--- src/rtl/sram_instruction_mem_arbiter_pkg.sv ---
// Shared types and widths for the instruction/weight SRAM arbiter.
// owner_t identifies which Avalon master owns a grant or a pending read.
package sram_arb_pkg;

    localparam int unsigned ADDR_W = 13;
    localparam int unsigned DATA_W = 32;
    localparam int unsigned BE_W   = DATA_W / 8;

    typedef enum logic {
        OWNER_M0 = 1'b0,
        OWNER_M1 = 1'b1
    } owner_t;

    function automatic owner_t other_owner(input owner_t o);
        return (o == OWNER_M0) ? OWNER_M1 : OWNER_M0;
    endfunction

endpackage

--- src/rtl/sram_instruction_mem_arbiter_if.sv ---
// Bundle of both Avalon-MM master ports and the single SRAM port.
// slave: arbiter side; master: the agents driving the requests and the SRAM read data.
interface sram_instruction_mem_arbiter_if;
    import sram_arb_pkg::*;

    logic [ADDR_W-1:0] m0_address;
    logic [BE_W-1:0]   m0_byteenable;
    logic              m0_read;
    logic              m0_write;
    logic [DATA_W-1:0] m0_writedata;
    logic              m0_waitrequest;
    logic [DATA_W-1:0] m0_readdata;
    logic              m0_readdatavalid;

    logic [ADDR_W-1:0] m1_address;
    logic [BE_W-1:0]   m1_byteenable;
    logic              m1_read;
    logic              m1_write;
    logic [DATA_W-1:0] m1_writedata;
    logic              m1_waitrequest;
    logic [DATA_W-1:0] m1_readdata;
    logic              m1_readdatavalid;

    logic [ADDR_W-1:0] sram_address;
    logic [BE_W-1:0]   sram_byteenable;
    logic              sram_chipselect;
    logic              sram_write;
    logic [DATA_W-1:0] sram_writedata;
    logic              sram_clken;
    logic [DATA_W-1:0] sram_readdata;

    modport slave (
        input  m0_address, m0_byteenable, m0_read, m0_write, m0_writedata,
        output m0_waitrequest, m0_readdata, m0_readdatavalid,
        input  m1_address, m1_byteenable, m1_read, m1_write, m1_writedata,
        output m1_waitrequest, m1_readdata, m1_readdatavalid,
        output sram_address, sram_byteenable, sram_chipselect, sram_write,
        output sram_writedata, sram_clken,
        input  sram_readdata
    );

    modport master (
        output m0_address, m0_byteenable, m0_read, m0_write, m0_writedata,
        input  m0_waitrequest, m0_readdata, m0_readdatavalid,
        output m1_address, m1_byteenable, m1_read, m1_write, m1_writedata,
        input  m1_waitrequest, m1_readdata, m1_readdatavalid,
        input  sram_address, sram_byteenable, sram_chipselect, sram_write,
        input  sram_writedata, sram_clken,
        output sram_readdata
    );

endinterface

--- src/rtl/sram_instruction_mem_arbiter_rr_arbiter2.sv ---
// Two-requester grant logic with last-grant memory; RR_EN=0 degrades to m0 fixed priority.
// last_grant only moves when a grant is actually issued, so freeze holds it.
module rr_arbiter2
    import sram_arb_pkg::*;
#(
    parameter bit RR_EN = 1'b1
) (
    input  logic   clk,
    input  logic   reset_n,
    input  logic   i_req0,
    input  logic   i_req1,
    input  logic   i_freeze,
    output logic   o_valid,
    output owner_t o_grant
);

    owner_t r_last_grant;
    owner_t w_grant;
    logic   w_valid;

    always_comb begin
        w_grant = OWNER_M0;
        w_valid = (i_req0 | i_req1) & ~i_freeze;
        if (i_req0 && i_req1) begin
            w_grant = RR_EN ? other_owner(r_last_grant) : OWNER_M0;
        end else if (i_req1) begin
            w_grant = OWNER_M1;
        end
    end

    // Reset to m1 so that m0 wins the first contention.
    always_ff @(posedge clk or negedge reset_n) begin
        if (!reset_n) begin
            r_last_grant <= OWNER_M1;
        end else if (w_valid) begin
            r_last_grant <= w_grant;
        end
    end

    assign o_valid = w_valid;
    assign o_grant = w_grant;

endmodule

--- src/rtl/sram_instruction_mem_arbiter.sv ---
// Shares one single-port instruction/weight SRAM between two Avalon-MM masters,
// one access per cycle, and steers the 1-cycle read return back to its owner.
module sram_instruction_mem_arbiter
    import sram_arb_pkg::*;
#(
    parameter bit RR_EN = 1'b1
) (
    input logic                          clk,
    input logic                          reset_n,
    input logic                          freeze,
    sram_instruction_mem_arbiter_if.slave io_bus
);

    logic              w_req0;
    logic              w_req1;
    logic              w_valid;
    owner_t            w_grant;
    logic              w_grant0;
    logic              w_grant1;
    logic              w_rd_accept;
    logic [ADDR_W-1:0] w_address;
    logic [BE_W-1:0]   w_byteenable;
    logic [DATA_W-1:0] w_writedata;
    logic              w_write;
    logic              r_rd_pend;
    owner_t            r_rd_owner;

    assign w_req0 = io_bus.m0_read | io_bus.m0_write;
    assign w_req1 = io_bus.m1_read | io_bus.m1_write;

    rr_arbiter2 #(
        .RR_EN (RR_EN)
    ) u_rr_arbiter2 (
        .clk      (clk),
        .reset_n  (reset_n),
        .i_req0   (w_req0),
        .i_req1   (w_req1),
        .i_freeze (freeze),
        .o_valid  (w_valid),
        .o_grant  (w_grant)
    );

    assign w_grant0 = w_valid & (w_grant == OWNER_M0);
    assign w_grant1 = w_valid & (w_grant == OWNER_M1);

    // Write wins over a simultaneous read; byte lanes are forced on for reads.
    always_comb begin
        w_address    = '0;
        w_byteenable = '0;
        w_writedata  = '0;
        w_write      = 1'b0;
        if (w_grant0) begin
            w_address    = io_bus.m0_address;
            w_write      = io_bus.m0_write;
            w_writedata  = io_bus.m0_writedata;
            w_byteenable = io_bus.m0_write ? io_bus.m0_byteenable : '1;
        end else if (w_grant1) begin
            w_address    = io_bus.m1_address;
            w_write      = io_bus.m1_write;
            w_writedata  = io_bus.m1_writedata;
            w_byteenable = io_bus.m1_write ? io_bus.m1_byteenable : '1;
        end
    end

    assign w_rd_accept = w_valid & ~w_write;

    always_ff @(posedge clk or negedge reset_n) begin
        if (!reset_n) begin
            r_rd_pend  <= 1'b0;
            r_rd_owner <= OWNER_M0;
        end else begin
            r_rd_pend <= w_rd_accept;
            if (w_rd_accept) begin
                r_rd_owner <= w_grant;
            end
        end
    end

    assign io_bus.m0_waitrequest   = w_req0 & ~w_grant0;
    assign io_bus.m1_waitrequest   = w_req1 & ~w_grant1;

    assign io_bus.m0_readdatavalid = r_rd_pend & (r_rd_owner == OWNER_M0);
    assign io_bus.m1_readdatavalid = r_rd_pend & (r_rd_owner == OWNER_M1);
    assign io_bus.m0_readdata      = io_bus.m0_readdatavalid ? io_bus.sram_readdata : '0;
    assign io_bus.m1_readdata      = io_bus.m1_readdatavalid ? io_bus.sram_readdata : '0;

    assign io_bus.sram_address     = w_address;
    assign io_bus.sram_byteenable  = w_byteenable;
    assign io_bus.sram_writedata   = w_writedata;
    assign io_bus.sram_write       = w_write;
    assign io_bus.sram_chipselect  = w_valid;
    assign io_bus.sram_clken       = 1'b1;

endmodule

--- src/flat_wrapper.sv ---
// flat-port wrapper written by rule: the top's interface ports become plain ports
module sram_instruction_mem_arbiter_flat import sram_arb_pkg::*;
#(
    parameter bit RR_EN = 1'b1
)
  (clk, reset_n, freeze, io_bus_m0_address, io_bus_m0_byteenable, io_bus_m0_read, io_bus_m0_write, io_bus_m0_writedata, io_bus_m0_waitrequest, io_bus_m0_readdata, io_bus_m0_readdatavalid, io_bus_m1_address, io_bus_m1_byteenable, io_bus_m1_read, io_bus_m1_write, io_bus_m1_writedata, io_bus_m1_waitrequest, io_bus_m1_readdata, io_bus_m1_readdatavalid, io_bus_sram_address, io_bus_sram_byteenable, io_bus_sram_chipselect, io_bus_sram_write, io_bus_sram_writedata, io_bus_sram_clken, io_bus_sram_readdata);
  sram_instruction_mem_arbiter_if io_bus_i ();
  input logic clk;
  input logic reset_n;
  input logic freeze;
  input wire logic [$bits(io_bus_i.m0_address)-1:0] io_bus_m0_address;
  input wire logic [$bits(io_bus_i.m0_byteenable)-1:0] io_bus_m0_byteenable;
  input wire logic [$bits(io_bus_i.m0_read)-1:0] io_bus_m0_read;
  input wire logic [$bits(io_bus_i.m0_write)-1:0] io_bus_m0_write;
  input wire logic [$bits(io_bus_i.m0_writedata)-1:0] io_bus_m0_writedata;
  output wire logic [$bits(io_bus_i.m0_waitrequest)-1:0] io_bus_m0_waitrequest;
  output wire logic [$bits(io_bus_i.m0_readdata)-1:0] io_bus_m0_readdata;
  output wire logic [$bits(io_bus_i.m0_readdatavalid)-1:0] io_bus_m0_readdatavalid;
  input wire logic [$bits(io_bus_i.m1_address)-1:0] io_bus_m1_address;
  input wire logic [$bits(io_bus_i.m1_byteenable)-1:0] io_bus_m1_byteenable;
  input wire logic [$bits(io_bus_i.m1_read)-1:0] io_bus_m1_read;
  input wire logic [$bits(io_bus_i.m1_write)-1:0] io_bus_m1_write;
  input wire logic [$bits(io_bus_i.m1_writedata)-1:0] io_bus_m1_writedata;
  output wire logic [$bits(io_bus_i.m1_waitrequest)-1:0] io_bus_m1_waitrequest;
  output wire logic [$bits(io_bus_i.m1_readdata)-1:0] io_bus_m1_readdata;
  output wire logic [$bits(io_bus_i.m1_readdatavalid)-1:0] io_bus_m1_readdatavalid;
  output wire logic [$bits(io_bus_i.sram_address)-1:0] io_bus_sram_address;
  output wire logic [$bits(io_bus_i.sram_byteenable)-1:0] io_bus_sram_byteenable;
  output wire logic [$bits(io_bus_i.sram_chipselect)-1:0] io_bus_sram_chipselect;
  output wire logic [$bits(io_bus_i.sram_write)-1:0] io_bus_sram_write;
  output wire logic [$bits(io_bus_i.sram_writedata)-1:0] io_bus_sram_writedata;
  output wire logic [$bits(io_bus_i.sram_clken)-1:0] io_bus_sram_clken;
  input wire logic [$bits(io_bus_i.sram_readdata)-1:0] io_bus_sram_readdata;
  assign io_bus_i.m0_address = io_bus_m0_address;
  assign io_bus_i.m0_byteenable = io_bus_m0_byteenable;
  assign io_bus_i.m0_read = io_bus_m0_read;
  assign io_bus_i.m0_write = io_bus_m0_write;
  assign io_bus_i.m0_writedata = io_bus_m0_writedata;
  assign io_bus_m0_waitrequest = io_bus_i.m0_waitrequest;
  assign io_bus_m0_readdata = io_bus_i.m0_readdata;
  assign io_bus_m0_readdatavalid = io_bus_i.m0_readdatavalid;
  assign io_bus_i.m1_address = io_bus_m1_address;
  assign io_bus_i.m1_byteenable = io_bus_m1_byteenable;
  assign io_bus_i.m1_read = io_bus_m1_read;
  assign io_bus_i.m1_write = io_bus_m1_write;
  assign io_bus_i.m1_writedata = io_bus_m1_writedata;
  assign io_bus_m1_waitrequest = io_bus_i.m1_waitrequest;
  assign io_bus_m1_readdata = io_bus_i.m1_readdata;
  assign io_bus_m1_readdatavalid = io_bus_i.m1_readdatavalid;
  assign io_bus_sram_address = io_bus_i.sram_address;
  assign io_bus_sram_byteenable = io_bus_i.sram_byteenable;
  assign io_bus_sram_chipselect = io_bus_i.sram_chipselect;
  assign io_bus_sram_write = io_bus_i.sram_write;
  assign io_bus_sram_writedata = io_bus_i.sram_writedata;
  assign io_bus_sram_clken = io_bus_i.sram_clken;
  assign io_bus_i.sram_readdata = io_bus_sram_readdata;
  sram_instruction_mem_arbiter #(.RR_EN(RR_EN)) u_core (.clk(clk), .reset_n(reset_n), .freeze(freeze), .io_bus(io_bus_i));
endmodule
--- config.mk ---
export PLATFORM = sky130hd
export DESIGN_NAME = sram_instruction_mem_arbiter_flat
export DESIGN_NICKNAME = d
export VERILOG_FILES = /design/src/rtl/sram_instruction_mem_arbiter_pkg.sv /design/src/rtl/sram_instruction_mem_arbiter_if.sv /design/src/rtl/sram_instruction_mem_arbiter_rr_arbiter2.sv /design/src/rtl/sram_instruction_mem_arbiter.sv /design/src/flat_wrapper.sv
export SDC_FILE = /design/constraint.sdc
export NUM_CORES = 1
export LEC_CHECK = 0
export CORE_AREA = 2 2 99 101
export DETAILED_ROUTE_END_ITERATION = 8
export DIE_AREA = 0 0 101 103
export GPL_ROUTABILITY_DRIVEN = 0
export MAX_ROUTING_LAYER = met4
export PLACE_DENSITY = 0.6
export RECOVER_POWER = 100
export SETUP_SLACK_MARGIN = 0.4
export SKIP_LAST_GASP = 1
export SLEW_MARGIN = 10
export SYNTH_ARGS = -nofsm -noshare
export SYNTH_HDL_FRONTEND = slang
export SYNTH_SLANG_ARGS = --single-unit
--- constraint.sdc ---
create_clock -name clk -period 1.9 [get_ports clk]
set_input_delay 0.475 -clock clk [delete_from_list [all_inputs] [get_ports clk]]
set_output_delay 0.475 -clock clk [all_outputs]
set_load 0.01 [all_outputs]
==> results of run 1 <==
==> final cells by class <==
class | count | share of cell area
multi-input cells | 141 | 0.260
clock buffers | 4 | 0.00881
flip-flops and latches | 3 | 0.0149
repair buffers | 330 | 0.687
well taps | 114 | 0.0279
inverters | 2 | 0.00147
==> logic make-up after synthesis <==
kind of cell | after synthesis | synth area share
AOI/OAI and AO/OA | 56 | 0.372
DFF | 3 | 0.0591
buffers and inverters | 23 | 0.128
muxes | 1 | 0.00872
and+or+nand+nor | 83 | 0.429
other | 1 | 0.00290
==> timing repair <==
| item | CTS | global route |
|---|---|---|
| pin swaps | 29 | 49 |
| setup buffers | 31 | 10 |
| gates resized for setup | 582 | 137 |
| endpoints found under the setup margin | 121 | 120 |
| cloned | 12 | 6 |
==> synth_stat cells <==
cell type,number
nor2_2,1
and3_1,32
or2b_1,8
nor2_1,3
a22o_2,1
buf_6,10
mux2_2,1
a21oi_1,1
and2_1,33
dfstp_2,1
a2111o_1,1
nor2b_1,1
a22o_1,49
o21ai_0,2
inv_1,2
nor3_4,2
nor2_4,2
conb_1,1
clkbuf_1,10
buf_4,1
dfrtp_1,2
nor2b_2,1
o31ai_1,2
==> worst paths after layout <==
path | slack [ns] | cells past startpoint | end
worst max-delay path | -0.30 | 6 | io_bus_sram_address[11]
worst min-delay path | 0.51 | 1 | u_core.r_rd_pend$_DFF_PN0_
worst max register to register | 0.24 | 4 | u_core.r_rd_owner$_DFFE_PN0P_
worst min register to register | 0.67 | 3 | u_core.u_rr_arbiter2.r_last_grant$_DFFE_PN1P_
max in group asynchronous | 1.17 | 1 | u_core.u_rr_arbiter2.r_last_grant$_DFFE_PN1P_
min in group clk | 0.67 | 3 | u_core.u_rr_arbiter2.r_last_grant$_DFFE_PN1P_
==> per-layer routing <==
metal  global-route usage  share of wire  up-vias
met5                    -              0        -
met4               0.0655          0.027        0
met3               0.0346          0.059       16
met2                0.317           0.53      110
met1                0.234           0.39     1210
li1                     -              -     1270
==> sequential cells by signal, summed over array words and instances, names as in the netlist <==
register	cells
u_core.r_rd_owner	1
u_core.r_rd_pend	1
u_core.u_rr_arbiter2.r_last_grant	1
==> power breakdown <==
part           total [mW]  switching, mW  internal, mW
clock network       0.187         0.0435         0.143
registers          0.0926         0.0112        0.0814
logic                2.20          0.794          1.40
==> through the flow <==
step	TNS, ns	util	setup WS [ns]	area (µm²)	instances
6_report	-14.89	0.541	-0.296	5110	594
5_1_grt	-19.88	0.541	-0.367	5110	594
4_1_cts	-14.53	0.456	-0.296	4320	578
3_5_place_dp	-61.62	0.423	-0.978	4000	531
3_3_place_gp	-61.24	0.423	-0.973	4000	531
2_1_floorplan	0	-	0.105	1300	167
==> worst reg2reg max path, delay by kind of cell, from the launching register on <==
kind            cells  cell delay (ns)
compound gates      2             0.50
buf+inv             1             0.14
flops               1             0.56
mux                 1             0.34
==> run metrics, run 1 <==
type of element capturing the critical path=output port; DRC violations left=0; Seq cells post-synth=3; routed wirelength normalized by instance count=19.0 µm; RSZ-0062 raised after global routing=yes; endpoints failing hold=0; clock-pin slew on the worst setup and hold paths=0.03 ns; Leakage=2.40 nW; power per cell area=484 nW/µm²; number of instances in the synthesized netlist=167; class of the tightest hold or removal check=input pin to async pin; proportion of synthesized chip area in sequential cells=0.0591; CTS tree=done; setup violation total in the final timing report=85; Synth area leader=a22o_1; CTS max path bufs=2; proportion of layout cells with a drive suffix above 1=0.575; worst-skew pair later-pin latency=0.22 ns; number of DRC markers in iteration 0=62; number of clock sinks=3; via-per-instance ratio=4.39; count of synthesis-stage warnings from yosys=0; critical path's largest stage delay=0.56 ns; Post-Route WL=11.3 mm; number of global-route vias before repair=2526; mean area per synthesized cell=7.73 µm²; maximum fanout count along the critical path=6; Critical Path Source Type=flip-flop; largest cells by area after synthesis=a22o_1 33%, and2_1 16%, and3_1 16%; Crit path arrival time=1.72 ns; Final WS setup=-0.296 ns; sum of buffers and inverters on the critical path=3; critical path class=flip-flop to output port; syn_nets=304; final net count=618; Post-Synthesis Cell Area=1290 µm²; kind of cell with the highest combined delay on the critical path=flip-flops; number of pins exceeding their max-slew limit in the final report=0; worst clock skew on the final layout=0.000513 ns; power consumption=2.48 mW; boundary pin count=257; WHS=0.510 ns; filler cell count=860; most used cells in the layout excluding fill and tap cells=121 x clkdlybuf4s50_1, 93 x buf_6, 49 x a22o_1; violated checks=setup timing; effective utilization at floorplan=0.137; Hold Buf Count CTS=0; Die Outline Area=10400 µm²; launching element of the worst setup path=u_core.u_rr_arbiter2.r_last_grant$_DFFE_PN1P_; Final period util=1.16; post-detailed-route count of antenna-violating nets=0; ant diodes=0; area used by sequential logic in the layout=76.3 µm²; top achievable clock speed=455 MHz; via count of the routed design=2606; pin count of the biggest net entering global routing=34; sequence of cells on the critical path=nor2b_4, nor3_4, buf_6, clkbuf_16, a22o_1, buf_2; total gr overflow=0; count of max-cap constraint violations=0; launching point of the worst reg2reg path=u_core.u_rr_arbiter2.r_last_grant$_DFFE_PN1P_; Yosys top cell area share=0.332; minimum period implied by the final worst setup slack=2.20 ns; clock root buffer=clkbuf_8; Area growth, synth to finish=296%; # port buffers=255; wire length of the first global-routing pass=14.7 mm; detailed-routing iteration count for the pre-antenna-repair pass=4; maximum vdd drop=0.000193 V; Die Width=101 µm; placeable core region=9460 µm²; number of core rows=36; CTS buffer count=3; most common cell after layout, fill and taps aside=clkdlybuf4s50_1; total half-perimeter wirelength after legalization and detailed placement=7.47 mm; Unique masters post-synth=23; number of H-tree levels=1; status=finished with violations; GRT Util Overall=0.191; slowest stage cell on the critical path=dfstp_2; Die Ht=103 µm; multi-input gate area in the final layout=1330 µm²; number of antenna violations at the first check in global routing=0; required time of the worst setup path=1.42 ns
(Power assumes the default switching activity.)
==> run 2: changes to the inputs <==
--- a/config.mk
+++ b/config.mk
@@ -6,6 +6,7 @@
 export NUM_CORES = 1
 export LEC_CHECK = 0
 export CORE_AREA = 2 2 99 101
+export CTS_BUF_LIST = sky130_fd_sc_hd__clkbuf_4
 export DETAILED_ROUTE_END_ITERATION = 8
 export DIE_AREA = 0 0 101 103
 export GPL_ROUTABILITY_DRIVEN = 0
==> run 2 against run 1 <==
  * The flow still finishes with violations (setup timing)
  * Setup slack got worse by 0.021 ns
  * Power increased by 0.27%
  * Register-to-register slack improved by 0.11 ns
  * Sequential share of layout area about the same
  * Critical path depth unchanged
  * Wire length decreased by 2.2%
  * Clock skew about the same
  * Non-clock buffer count decreased by 1
  * Final area increased by 0.73%
  * Critical path type unchanged
==> run metrics, run 2 (synthesis gave the netlist of run 1 again) <==
number of clock sinks=3; clock-pin slew on the worst setup and hold paths=0.04 ns; most common cell after layout, fill and taps aside=clkdlybuf4s50_1; number of H-tree levels=1; number of pins exceeding their max-slew limit in the final report=0; via-per-instance ratio=4.41; critical path class=flip-flop to output port; setup violation total in the final timing report=79; CTS max path bufs=2; CTS buffer count=3; Die Ht=103 µm; GRT Util Overall=0.189; violated checks=setup timing; # port buffers=255; DRC violations left=0; launching element of the worst setup path=u_core.u_rr_arbiter2.r_last_grant$_DFFE_PN1P_; most used cells in the layout excluding fill and tap cells=123 x clkdlybuf4s50_1, 94 x buf_6, 49 x a22o_1; Final WS setup=-0.318 ns; Crit path arrival time=1.74 ns; Worst R2R End=u_core.r_rd_owner$_DFFE_PN0P_; pin count of the biggest net entering global routing=34; number of core rows=36; registers with the highest flip-flop counts=u_core.r_rd_owner: 1 flops, u_core.r_rd_pend: 1 flops, u_core.u_rr_arbiter2.r_last_grant: 1 flops; launching point of the worst reg2reg path=u_core.u_rr_arbiter2.r_last_grant$_DFFE_PN1P_; status=finished with violations; total gr overflow=0; Area growth, synth to finish=299%; CTS tree=done; WHS=0.493 ns; Post-Route Utilization=0.545; Critical Path Source Type=flip-flop; placeable core region=9460 µm²; ant diodes=0; flop2flop setup slack=0.35 ns; required time of the worst setup path=1.42 ns; Die Width=101 µm; total half-perimeter wirelength after legalization and detailed placement=7.47 mm; power per cell area=482 nW/µm²; filler cell count=851; worst-skew pair later-pin latency=0.23 ns; detailed-routing iteration count for the pre-antenna-repair pass=4; RSZ-0062 raised after global routing=yes; Hold Buf Count CTS=0; worst clock skew on the final layout=0.0000463 ns; maximum vdd drop=0.000220 V; via count of the routed design=2613; number of global-route vias before repair=2512; Final period util=1.17; post-detailed-route count of antenna-violating nets=0; maximum fanout count along the critical path=6; class of the tightest hold or removal check=input pin to async pin; Leakage=2.41 nW; wire length of the first global-routing pass=14.4 mm; boundary pin count=257; Die Outline Area=10400 µm²; minimum period implied by the final worst setup slack=2.22 ns; number of cells on the worst reg-to-reg path=4; Post-Route WL=11.0 mm; count of max-cap constraint violations=0; number of DRC markers in iteration 0=41; clock root buffer=clkbuf_4; final net count=617; top achievable clock speed=451 MHz; type of element capturing the critical path=output port; proportion of layout cells with a drive suffix above 1=0.585; effective utilization at floorplan=0.137; routed wirelength normalized by instance count=18.6 µm; number of antenna violations at the first check in global routing=0; endpoints failing hold=0
## run 2: where the power goes
part | switching [mW] | internal [mW] | leakage (nW) | total [mW]
clock network | 0.0329 | 0.0929 | 0.0184 | 0.126
registers | 0.0139 | 0.0814 | 0.0354 | 0.0952
logic | 0.797 | 1.47 | 2.35 | 2.26
## run 2: area by class of cell
class                   instances  area [µm²]  area share
well taps                     114         143      0.0277
repair buffers                329        3560       0.691
flip-flops and latches          3        76.3      0.0148
multi-input cells             141        1340       0.260
inverters                       2        7.51     0.00146
clock buffers                   4        30.0     0.00583
## run 2: worst max path at each step
stage / endpoint / slack [ns]
global route: io_bus_sram_writedata[29] / -0.37
CTS: io_bus_sram_address[7] / -0.32
finish: io_bus_sram_address[11] / -0.32
global placement: io_bus_sram_writedata[26] / -0.97
floorplan: io_bus_sram_address[0] / 0.11
detailed placement: io_bus_sram_writedata[6] / -0.98
## run 2: what timing repair did
item                       4_1_cts  5_1_grt
resized for setup              585      132
cloned                          12        5
buffers inserted                30       11
pin swaps                       24       47
setup endpoints to repair      121      120
## run 2: critical path: stages (launching register included)
cell and delay [ns]:
dfstp_2 0.57, nor2b_4 0.19, nor3_4 0.06, buf_6 0.16, clkbuf_16 0.16, a22o_1 0.22
buf_2 0.14
## run 2: routing by layer
metal	global-route usage	vias to the layer above	part of all wire	routed length, µm
li1	-	1272	-	-
met1	0.224	1219	0.38	4230
met2	0.318	110	0.54	5900
met3	0.0386	12	0.059	645
met4	0.0665	0	0.022	240
met5	-	-	0	0
## run 2: per-stage QoR
stage / setup slack, ns / cell area, µm² / setup TNS (ns) / instances / power, mW
floorplan: 0.105 / 1300 / 0 / 167 / 0.607
global placement: -0.973 / 4000 / -61.24 / 531 / 1.42
detailed placement: -0.978 / 4000 / -61.62 / 531 / 1.42
CTS: -0.321 / 4370 / -16.39 / 577 / 2.11
global route: -0.375 / 5150 / -20.57 / 593 / 2.61
finish: -0.318 / 5150 / -15.41 / 593 / 2.48
==> run 3: changes to the inputs <==
--- a/config.mk
+++ b/config.mk
@@ -11,7 +11,6 @@
 export DIE_AREA = 0 0 101 103
 export GPL_ROUTABILITY_DRIVEN = 0
 export MAX_ROUTING_LAYER = met4
-export PLACE_DENSITY = 0.6
 export RECOVER_POWER = 100
 export SETUP_SLACK_MARGIN = 0.4
 export SKIP_LAST_GASP = 1
==> results of run 3 <==
Final layout, timing and power as in run 2 (identical DEF).
